**src/rtl/uart_rx.sv**
```systemverilog
// 8N1 UART receiver: two-flop synchronized input, mid-bit sampling, registered
// byte strobe and a framing-error flag that stays set until the next good frame.
module uart_rx #(
   parameter int unsigned CLK_PER_HALF_BIT = 5208
) (
   input  logic       clk,
   input  logic       rstn,
   input  logic       rxd,
   output logic [7:0] rdata,
   output logic       rdata_ready,
   output logic       ferr
);

   localparam logic [31:0] HALF_LAST = 32'(CLK_PER_HALF_BIT - 1);
   localparam logic [31:0] FULL_LAST = 32'(2 * CLK_PER_HALF_BIT - 1);

   typedef enum logic [1:0] {IDLE, START, DATA, STOP} state_t;

   state_t      state_q, state_d;
   logic        sync1_q, sync1_d;
   logic        rxd_s_q, rxd_s_d;
   logic        rxd_p_q, rxd_p_d;
   logic [31:0] cnt_q, cnt_d;
   logic [2:0]  bit_idx_q, bit_idx_d;
   logic [7:0]  shift_q, shift_d;
   logic [7:0]  rdata_q, rdata_d;
   logic        rdata_ready_q, rdata_ready_d;
   logic        ferr_q, ferr_d;

   always_ff @(posedge clk or negedge rstn) begin
      if (!rstn) begin
         state_q       <= IDLE;
         sync1_q       <= 1'b1;
         rxd_s_q       <= 1'b1;
         rxd_p_q       <= 1'b1;
         cnt_q         <= '0;
         bit_idx_q     <= '0;
         shift_q       <= '0;
         rdata_q       <= '0;
         rdata_ready_q <= 1'b0;
         ferr_q        <= 1'b0;
      end else begin
         state_q       <= state_d;
         sync1_q       <= sync1_d;
         rxd_s_q       <= rxd_s_d;
         rxd_p_q       <= rxd_p_d;
         cnt_q         <= cnt_d;
         bit_idx_q     <= bit_idx_d;
         shift_q       <= shift_d;
         rdata_q       <= rdata_d;
         rdata_ready_q <= rdata_ready_d;
         ferr_q        <= ferr_d;
      end
   end

   always_comb begin
      sync1_d       = rxd;
      rxd_s_d       = sync1_q;
      rxd_p_d       = rxd_s_q;
      state_d       = state_q;
      cnt_d         = cnt_q;
      bit_idx_d     = bit_idx_q;
      shift_d       = shift_q;
      rdata_d       = rdata_q;
      rdata_ready_d = 1'b0;
      ferr_d        = ferr_q;

      case (state_q)
         IDLE: begin
            // Only a genuine 1->0 transition starts a frame; a held-low line does not.
            if (rxd_p_q && !rxd_s_q) begin
               state_d = START;
               cnt_d   = '0;
            end
         end
         START: begin
            if (cnt_q == HALF_LAST) begin
               if (!rxd_s_q) begin
                  state_d   = DATA;
                  cnt_d     = '0;
                  bit_idx_d = '0;
               end else begin
                  state_d = IDLE;
               end
            end else begin
               cnt_d = cnt_q + 32'd1;
            end
         end
         DATA: begin
            if (cnt_q == FULL_LAST) begin
               shift_d = {rxd_s_q, shift_q[7:1]};
               cnt_d   = '0;
               if (bit_idx_q == 3'd7) begin
                  state_d = STOP;
               end else begin
                  bit_idx_d = bit_idx_q + 3'd1;
               end
            end else begin
               cnt_d = cnt_q + 32'd1;
            end
         end
         STOP: begin
            // Leave at mid-stop so a shortened stop bit still lets the next start edge be seen.
            if (cnt_q == FULL_LAST) begin
               state_d = IDLE;
               cnt_d   = '0;
               if (rxd_s_q) begin
                  rdata_d       = shift_q;
                  rdata_ready_d = 1'b1;
                  ferr_d        = 1'b0;
               end else begin
                  ferr_d = 1'b1;
               end
            end else begin
               cnt_d = cnt_q + 32'd1;
            end
         end
         default: state_d = IDLE;
      endcase
   end

   assign rdata       = rdata_q;
   assign rdata_ready = rdata_ready_q;
   assign ferr        = ferr_q;

endmodule

```
**config.mk**
```make
export PLATFORM = sky130hd
export DESIGN_NAME = uart_rx
export DESIGN_NICKNAME = d
export VERILOG_FILES = /design/src/rtl/uart_rx.sv
export SDC_FILE = /design/constraint.sdc
export NUM_CORES = 1
export LEC_CHECK = 0
export CAP_MARGIN = 25
export CORE_ASPECT_RATIO = 1.1
export CORE_MARGIN = 2
export CORE_UTILIZATION = 50
export DETAILED_ROUTE_END_ITERATION = 8
export GPL_ROUTABILITY_DRIVEN = 0
export HOLD_SLACK_MARGIN = 0.1
export PLACE_DENSITY = 0.65
export SLEW_MARGIN = 20
export SYNTH_ARGS = -nofsm -noshare
export SYNTH_HDL_FRONTEND = slang
export SYNTH_SLANG_ARGS = --single-unit
```
**constraint.sdc**
```tcl
create_clock -name clk -period 7.15 [get_ports clk]
set_input_delay 2.145 -clock clk [delete_from_list [all_inputs] [get_ports clk]]
set_output_delay 2.145 -clock clk [all_outputs]
set_load 0.05 [all_outputs]
```
==> impl_metrics.env, run 1 <==
export IMPL_status="finished, final reports clean"
export IMPL_dpl_hpwl_um=4184
export IMPL_synthFlopType="dfrtp_1"
export IMPL_grt_max_degree=59
export IMPL_crit_required_ns=5.01
export IMPL_tns_ns=0
export IMPL_period_minus_slack_ns=3.646
export IMPL_path_max_fanout=2
export IMPL_post_route_period_util=0.5099
export IMPL_drt_wl_total_um=6334
export IMPL_avgSynthCellArea_um2=10.02
export IMPL_antenna_found_initial=0
export IMPL_drc=0
export IMPL_coreArea_um2=6118
export IMPL_drv_cap=0
export IMPL_syn_num_nets=318
export IMPL_syn_to_final_growth_pct=9.968
export IMPL_grt_pass1_wl_um=11390
export IMPL_rr_startpoint="cnt_q[17]$_DFFE_PN0P_"
export IMPL_cts_tree="built"
export IMPL_fin_nets=322
export IMPL_vias_per_cell=5.995
export IMPL_worstSetupStartpoint="rdata[1]$_DFFE_PN0P_"
export IMPL_r2r_slack_ns=4.42
export IMPL_critPathKind="register to primary output"
export IMPL_grt_busiest_layer="met2"
export IMPL_maxSlewViolCount=0
export IMPL_hold_violations=0
export IMPL_track_usage=0.2096
export IMPL_critPathMaxStageDelay_ns=0.82
export IMPL_cp_depth=1
export IMPL_path_clk_slew_ns=0.07
export IMPL_synth_seq_cells=58
export IMPL_die_x_um=79.39
export IMPL_cts_sinks=58
export IMPL_wl_per_cell_um=15.80
export IMPL_vias=2404
export IMPL_synth_edf_count=0
export IMPL_overflow=0
export IMPL_p_leak_nw=1.505
export IMPL_clock_tree_buffer_depth=2
export IMPL_dr_first_iter_drc_count=166
export IMPL_maxSlewHeadroom=0.3079
export IMPL_power_density_nw_per_um2=263.4
export IMPL_postCtsSetupRepairBufs=0
export IMPL_synthArstFlopShare=1.000
export IMPL_clkLatencyLatePin_ns=0.33
export IMPL_die_area_um2=6900
export IMPL_fin_worst_skew_ns=0.01213
export IMPL_setup_viol=0
export IMPL_utilization=0.5618
export IMPL_cts_buffers=9
export IMPL_clockRootBuffer="clkbuf_8"
export IMPL_htree_levels=3
export IMPL_rows=30
export IMPL_start_util=0.5108
export IMPL_startpoint_type="register"
export IMPL_worst_slew_pin_slew_ns=1.029
export IMPL_synth_yosys_seq_area_share=0.4656
export IMPL_grt_setup_unrepaired="no"
export IMPL_ys_types=57
export IMPL_synth_area_um2=3125
export IMPL_cp_end_kind="primary output"
export IMPL_hp_class="register to register"
export IMPL_use_met2=0.3236
export IMPL_cts_hold_buf=0
export IMPL_synth_cells=312
export IMPL_die_h_um=86.92
export IMPL_gr_usage_met1=0.2906
export IMPL_ys_warn_count=0
export IMPL_cp_num_buf_inv=1
export IMPL_portBuffers=12
export IMPL_reg2regPathDepth=6
export IMPL_io_pins=13
export IMPL_dr_pass1_iters=6
export IMPL_worstPathCellList="clkdlybuf4s50_1"
export IMPL_drive_gt1_frac=0.1620
export IMPL_r2r_end="cnt_q[24]$_DFFE_PN0P_"
export IMPL_postCtsResizedCells=0
export IMPL_grt_pass1_vias=2333
export IMPL_ir_drop_uv=150.0
export IMPL_cpMaxStageDelayCell="clkdlybuf4s50_1"
export IMPL_cp_top_family="buffers and inverters"
export IMPL_diodes=0
export IMPL_use_met3=0.04876
export IMPL_fmax_mhz=274.3
export IMPL_antenna_left=0
export IMPL_crit_end="rdata[1]"
export IMPL_arrival_ns=1.50
-- metal layers --
| layer | vias to the layer above | share of wire |
|---|---|---|
| met2 | 41 | 0.48 |
| met1 | 1175 | 0.48 |
| met4 | 0 | 0.012 |
| li1 | 1180 | - |
| met5 | - | 0 |
| met3 | 8 | 0.028 |
-- cells in the final DEF (no fill, tap or decap), types with 3 or more instances in the layout --
| cell | synthesis | final |
|---|---|---|
| clkbuf_8 | 0 | 11 |
| nor2_1 | 14 | 14 |
| dfstp_2 | 3 | 3 |
| nand4_1 | 11 | 11 |
| nor4_1 | 10 | 10 |
| and3_1 | 8 | 8 |
| and2_1 | 5 | 5 |
| a41oi_1 | 4 | 4 |
| a31oi_1 | 21 | 21 |
| ha_1 | 3 | 3 |
| nor3_1 | 6 | 6 |
| mux2_2 | 15 | 15 |
| dfrtp_1 | 55 | 55 |
| buf_4 | 1 | 3 |
| o21ai_0 | 9 | 9 |
| clkdlybuf4s50_1 | 0 | 11 |
| inv_1 | 8 | 8 |
| nand3_1 | 17 | 17 |
| and4_1 | 5 | 5 |
| a21oi_1 | 20 | 20 |
| nand2_1 | 28 | 28 |
| nand2b_1 | 6 | 6 |
-- cell families after synthesis --
logic type	after synthesis	synth area share
buffers and inverters	30	0.05204
AO/OA/AOI/OAI	74	0.1637
adder cells (fa/ha/maj)	3	0.01201
AND/OR/NAND/NOR	130	0.2458
flip-flops	58	0.4656
multiplexers	17	0.06085
-- sequential cells by signal, summed over array words and instances (netlist names), named ones only --
register,cells
rxd_p_q,1
rdata,8
state_q,1
ferr,1
rxd_p_d,1
rdata_ready,1
bit_idx_q,3
shift_q,8
cnt_q,32
rxd_s_d,1
-- cell usage after synthesis (all sizes together) (3+ instances only) --
cell type | n | area (um2)
dfrtp | 55 | 1376
nand2 | 29 | 116.4
a31oi | 21 | 131.4
a21oi | 20 | 100.1
nand3 | 17 | 85.08
mux2 | 16 | 180.2
nor2 | 14 | 52.55
nor4 | 14 | 130.1
buf | 12 | 93.84
nand4 | 12 | 81.33
clkbuf | 10 | 38.78
o21ai | 10 | 50.04
and3 | 8 | 50.05
inv | 8 | 30.03
and2 | 6 | 40.04
nand2b | 6 | 37.54
nor3 | 6 | 30.03
and4 | 5 | 43.79
a41oi | 4 | 35.03
dfstp | 3 | 78.83
ha | 3 | 37.54
o31ai | 3 | 36.28
-- worst min-delay path by stage --
| stage | from | to | slack (ns) | cells after the start |
|---|---|---|---|---|
| after floorplan | rxd_s_d$_DFF_PN1_ | rxd_p_d$_DFF_PN1_ | 0.35 | 0 |
| final | rxd_s_d$_DFF_PN1_ | rxd_p_d$_DFF_PN1_ | 0.36 | 0 |
| after global routing | rxd_s_d$_DFF_PN1_ | rxd_p_d$_DFF_PN1_ | 0.37 | 0 |
| after CTS | rxd_s_d$_DFF_PN1_ | rxd_p_d$_DFF_PN1_ | 0.36 | 0 |
| after global placement | rxd_s_d$_DFF_PN1_ | rxd_p_d$_DFF_PN1_ | 0.35 | 0 |
| after detailed placement | rxd_s_d$_DFF_PN1_ | rxd_p_d$_DFF_PN1_ | 0.35 | 0 |
-- final cells by class --
class,instances,area [um2]
clock buffers,12,155.1
flip-flops and latches,58,1455
repair buffers,15,137.6
clock inverters,4,51.30
multi-input cells,224,1508
well taps,80,100.1
fillers,563,2681
inverters,8,30.03
-- through the flow --
stage                     area (um2)  setup slack [ns]  power, mW  hold WS (ns)  std cells
after CTS                       3437             3.472     0.9150        0.3642        401
after detailed placement        3231             3.843     0.6042        0.3542        385
after floorplan                 3126             4.405     0.5750        0.3452        312
after global routing            3437             3.445     0.9625        0.3668        401
after global placement          3231             3.883     0.5993        0.3496        385
final                           3437             3.504     0.9054        0.3614        401
-- report_power, final --
group | leakage (nW) | switching, mW | internal, mW
clock network | 0.103 | 0.128 | 0.180
registers | 0.794 | 0.0299 | 0.345
logic | 0.608 | 0.151 | 0.0709
Note: power is estimated with default switching activity, not from simulation.
==> run 2: changes to the inputs <==
Settings changed: PLACE_DENSITY 0.65 to 0.67.
Clock period 7.15 ns to 2.9 ns, I/O delays scaled along.
==> impl_metrics.env, run 2 (synthesized netlist as in run 1, its figures left out) <==
export IMPL_status="finished, final reports clean"
export IMPL_grt_pass1_wl_um=11390
export IMPL_cpMaxStageDelayCell="o41ai_2"
export IMPL_overflow=0
export IMPL_period_minus_slack_ns=2.588
export IMPL_die_area_um2=6900
export IMPL_hold_violations=0
export IMPL_diodes=0
export IMPL_drv_cap=0
export IMPL_post_route_period_util=0.8923
export IMPL_p_clk_frac=0.359
export IMPL_cts_tree="built"
export IMPL_crit_required_ns=3.10
export IMPL_syn_to_final_growth_pct=11.33
export IMPL_cts_sinks=58
export IMPL_worstPathCellList="nor4_4 > nand4_2 > o41ai_2 > nand2_4 > buf_4 > a41oi_1 > a31oi_1"
export IMPL_final_common_cell="dfrtp_1"
export IMPL_wl_per_cell_um=15.99
export IMPL_die_x_um=79.39
export IMPL_finalHoldWorstSlack_ns=0.3614
export IMPL_p_int_mw=1.552
export IMPL_r2r_slack_ns=0.31
export IMPL_drive_gt1_frac=0.1728
export IMPL_setup_viol=0
export IMPL_grt_setup_unrepaired="no"
export IMPL_dr_first_iter_drc_count=294
export IMPL_fmax_mhz=386.5
export IMPL_holdPathStages=0
export IMPL_critPathMaxStageDelay_ns=0.63
export IMPL_layout_common_cells="dfrtp_1 (55), nand2_1 (28), a31oi_1 (21), a21oi_1 (20), nand3_1 (17)"
export IMPL_worst_slew_pin_slew_ns=0.7424
export IMPL_critPathKind="register to register"
export IMPL_clock_tree_buffer_depth=2
export IMPL_top_register="cnt_q"
export IMPL_path_max_fanout=22
export IMPL_coreArea_um2=6118
export IMPL_stdcell_area_um2=3480
export IMPL_p_leak_nw=1.526
export IMPL_crit_end="cnt_q[22]$_DFFE_PN0P_"
export IMPL_vias_per_cell=6.089
export IMPL_worstSetupStartpoint="cnt_q[17]$_DFFE_PN0P_"
export IMPL_instances_no_fill=404
export IMPL_arrival_ns=2.79
export IMPL_path_clk_slew_ns=0.07
export IMPL_power_density_nw_per_um2=674.0
export IMPL_cts_buffers=9
export IMPL_cp_num_buf_inv=1
export IMPL_post_place_cells=388
export IMPL_grt_pass1_vias=2338
export IMPL_htree_levels=3
export IMPL_fin_worst_skew_ns=0.008927
export IMPL_vias=2460
export IMPL_drt_wl_total_um=6458
export IMPL_switchingPower_mw=0.7927
export IMPL_start_util=0.5108
export IMPL_cts_hold_buf=0
export IMPL_cp_depth=7
export IMPL_die_h_um=86.92
export IMPL_portBuffers=12
export IMPL_cp_top_family="compound AO/OA/AOI/OAI gates"
export IMPL_postCtsResizedCells=0
export IMPL_antenna_found_initial=0
export IMPL_combPwrFrac=0.246
export IMPL_swShare=0.3380
export IMPL_io_pins=13
export IMPL_cp_end_kind="register"
export IMPL_dr_pass1_iters=4
export IMPL_rows=30
export IMPL_clkLatencyLatePin_ns=0.34
export IMPL_reg2regPathDepth=7
export IMPL_dpl_cell_area_um2=3253
export IMPL_grt_max_degree=59
export IMPL_rr_startpoint="cnt_q[17]$_DFFE_PN0P_"
export IMPL_largest_reg_flops=32
export IMPL_postCtsSetupRepairBufs=0
export IMPL_antenna_left=0
export IMPL_maxSlewViolCount=0
export IMPL_startpoint_type="register"
export IMPL_hp_class="register to register"
export IMPL_drc=0
export IMPL_r2r_end="cnt_q[22]$_DFFE_PN0P_"
export IMPL_ir_drop_uv=488.9
export IMPL_dpl_hpwl_um=4294
export IMPL_clockRootBuffer="clkbuf_8"
export IMPL_fin_nets=325
export IMPL_maxSlewHeadroom=0.5032
export IMPL_tns_ns=0
export IMPL_seqPwrFrac=0.395
export IMPL_utilization=0.5687
export IMPL_track_usage=0.2103
==> run 2: changes by cell type in the layout (fill, tap and decap cells not counted) <==
cell        change
clkinv_4        -1
clkbuf_8        -1
buf_4           +3
clkinvlp_4      +1
bufinv_16       +1
clkbuf_1        -1
inv_6           +1
==> run 2: power by group through the flow <==
| stage | Sequential [mW] | Clock (mW) | Combinational [mW] |
|---|---|---|---|
| 2_1_floorplan | 0.894 | 0 | 0.524 |
| 4_1_cts | 0.925 | 0.859 | 0.577 |
| 3_3_place_gp | 0.937 | 0 | 0.567 |
| 5_1_grt | 0.937 | 0.898 | 0.647 |
| 6_report | 0.927 | 0.842 | 0.576 |
| 3_5_place_dp | 0.939 | 0 | 0.573 |
==> run 2: how the worst min path moves through the flow <==
stage | startpoint | endpoint | slack (ns)
after floorplan | rxd_s_d$_DFF_PN1_ | rxd_p_d$_DFF_PN1_ | 0.35
after global placement | rxd_s_d$_DFF_PN1_ | rxd_p_d$_DFF_PN1_ | 0.35
after detailed placement | rxd_s_d$_DFF_PN1_ | rxd_p_d$_DFF_PN1_ | 0.35
after CTS | rxd_s_d$_DFF_PN1_ | rxd_p_d$_DFF_PN1_ | 0.36
after global routing | rxd_s_d$_DFF_PN1_ | rxd_p_d$_DFF_PN1_ | 0.37
final | rxd_s_d$_DFF_PN1_ | rxd_p_d$_DFF_PN1_ | 0.36
==> run 2: final cells by class <==
| cell class | instances | area (um2) |
|---|---|---|
| Tap cell | 80 | 100.1 |
| Timing Repair Buffer | 18 | 160.2 |
| Clock inverter | 6 | 88.84 |
| Inverter | 8 | 30.03 |
| Multi-Input combinational cell | 224 | 1508 |
| Clock buffer | 10 | 137.6 |
| Sequential cell | 58 | 1455 |
| Fill cell | 509 | 2639 |
==> run 2: per-stage QoR <==
stage / power, mW / setup slack [ns]
6_report: 2.345 / 0.3125
5_1_grt: 2.482 / 0.1509
3_5_place_dp: 1.513 / 0.3293
2_1_floorplan: 1.418 / 0.6052
3_3_place_gp: 1.505 / 0.3628
4_1_cts: 2.361 / 0.3228
==> run 2: routing by layer <==
layer  part of all wire  global-route usage  vias up
met1               0.45              0.2958     1171
li1                   -                   -     1191
met3              0.062             0.03631       12
met5                  0                   0        -
met2               0.47              0.3120       86
met4              0.019              0.1113        0
==> run 3: changes to the inputs <==
Settings changed: PLACE_DENSITY 0.67 to 0.65, SLEW_MARGIN 20 to unset.
Clock period 2.9 ns to 3.3 ns, I/O delays scaled along.
==> impl_metrics.env, run 3 (synthesized netlist as in run 1, its figures left out) <==
export IMPL_status="finished, final reports clean"
export IMPL_stdcell_area_um2=3451
export IMPL_hold_violations=0
export IMPL_worstSetupStartpoint="cnt_q[21]$_DFFE_PN0P_"
export IMPL_dr_first_iter_drc_count=256
export IMPL_grt_setup_unrepaired="no"
export IMPL_rr_startpoint="cnt_q[21]$_DFFE_PN0P_"
export IMPL_htree_levels=3
export IMPL_diodes=0
export IMPL_power_density_nw_per_um2=570.3
export IMPL_antenna_left=0
export IMPL_clockRootBuffer="clkbuf_8"
export IMPL_period_minus_slack_ns=2.721
export IMPL_finalHoldWorstSlack_ns=0.3554
export IMPL_nFillCells=537
export IMPL_die_h_um=86.92
export IMPL_die_area_um2=6900
export IMPL_cts_buffers=9
export IMPL_overflow=0
export IMPL_fin_worst_skew_ns=0.01023
export IMPL_syn_to_final_growth_pct=10.41
export IMPL_ir_drop_uv=467.5
export IMPL_cp_end_kind="register"
export IMPL_clkLatencyLatePin_ns=0.33
export IMPL_post_route_period_util=0.8245
export IMPL_maxSlewViolCount=0
export IMPL_vias_per_cell=6.007
export IMPL_coreArea_um2=6118
export IMPL_crit_required_ns=3.51
export IMPL_cts_hold_buf=0
export IMPL_top_register="cnt_q"
export IMPL_dr_pass1_iters=4
export IMPL_r2r_slack_ns=0.58
export IMPL_fmax_mhz=367.5
export IMPL_maxSlewHeadroom=0.4839
export IMPL_grt_pass1_vias=2365
export IMPL_dpl_cell_area_um2=3246
export IMPL_drc=0
export IMPL_reg2regPathDepth=6
export IMPL_final_common_cell="dfrtp_1"
export IMPL_startpoint_type="register"
export IMPL_drive_gt1_frac=0.1672
export IMPL_fin_nets=324
export IMPL_cts_sinks=58
export IMPL_path_max_fanout=51
export IMPL_antenna_found_initial=0
export IMPL_layout_common_cells="dfrtp_1 (55), nand2_1 (28), a31oi_1 (21), a21oi_1 (20), nand3_1 (17)"
export IMPL_track_usage=0.2152
export IMPL_r2r_end="cnt_q[24]$_DFFE_PN0P_"
export IMPL_grt_pass1_wl_um=11640
export IMPL_hp_class="register to register"
export IMPL_io_pins=13
export IMPL_rows=30
export IMPL_worst_slew_pin_slew_ns=0.7741
export IMPL_postCtsResizedCells=0
export IMPL_postCtsSetupRepairBufs=0
export IMPL_p_leak_nw=1.511
export IMPL_wl_per_cell_um=16.44
export IMPL_setup_viol=0
export IMPL_start_util=0.5108
export IMPL_arrival_ns=2.93
export IMPL_clock_tree_buffer_depth=2
export IMPL_cts_tree="built"
export IMPL_portBuffers=12
export IMPL_die_x_um=79.39
export IMPL_critPathKind="register to register"
export IMPL_tns_ns=0
export IMPL_dpl_hpwl_um=4510
export IMPL_path_clk_slew_ns=0.07
export IMPL_drv_cap=0
export IMPL_grt_max_degree=52
export IMPL_drt_wl_total_um=6625
export IMPL_largest_reg_flops=32
export IMPL_crit_end="cnt_q[24]$_DFFE_PN0P_"
export IMPL_vias=2421
[run 3: power by group]
group,internal [mW],switching [mW]
clock network,0.389,0.277
registers,0.747,0.0662
logic,0.155,0.334
total,1.29,0.677
[run 3: per-stage QoR]
stage          utilization  setup WS, ns  total power, mW  instances
6_report            0.5640        0.5793            1.968        403
5_1_grt             0.5640        0.3151            2.081        403
4_1_cts             0.5640        0.5541            1.984        403
3_5_place_dp        0.5305        0.5612            1.313        387
3_3_place_gp        0.5305        0.6312            1.305        387
2_1_floorplan            -         1.005            1.246        312
[run 3: layer usage]
layer | vias up | global-route usage | routed length, um
met3 | 11 | 0.04046 | 316
met4 | 0 | 0.09091 | 129
met2 | 59 | 0.3259 | 2990
met5 | - | 0 | 0
met1 | 1169 | 0.3047 | 3188
li1 | 1182 | - | -
[run 3: how the worst min path moves through the flow]
stage | endpoint | slack [ns] | from | depth (start not counted)
final | rxd_p_d$_DFF_PN1_ | 0.36 | rxd_s_d$_DFF_PN1_ | 0
after global routing | rxd_p_d$_DFF_PN1_ | 0.36 | rxd_s_d$_DFF_PN1_ | 0
after CTS | rxd_p_d$_DFF_PN1_ | 0.36 | rxd_s_d$_DFF_PN1_ | 0
after detailed placement | rxd_p_d$_DFF_PN1_ | 0.35 | rxd_s_d$_DFF_PN1_ | 0
after global placement | rxd_p_d$_DFF_PN1_ | 0.35 | rxd_s_d$_DFF_PN1_ | 0
after floorplan | rxd_p_d$_DFF_PN1_ | 0.35 | rxd_s_d$_DFF_PN1_ | 0
[run 3: worst max-delay path, stage by stage (launching register included)]
cell and delay [ns]:
dfrtp_1 0.46, nor4_2 0.32, nand4_2 0.22, o41ai_2 0.63
nand2_4 0.40, and3_1 0.31, a221o_1 0.25
[run 3: layout make-up]
type | count | area [um2] | share of cell area
sequential | 58 | 1455 | 0.4217
multi-input combinational | 224 | 1508 | 0.4369
inverter | 8 | 30.03 | 0.008702
clock inverter | 4 | 50.05 | 0.01450
tap | 80 | 100.1 | 0.02901
timing repair buffer | 17 | 152.6 | 0.04423
clock buffer | 12 | 155.1 | 0.04496
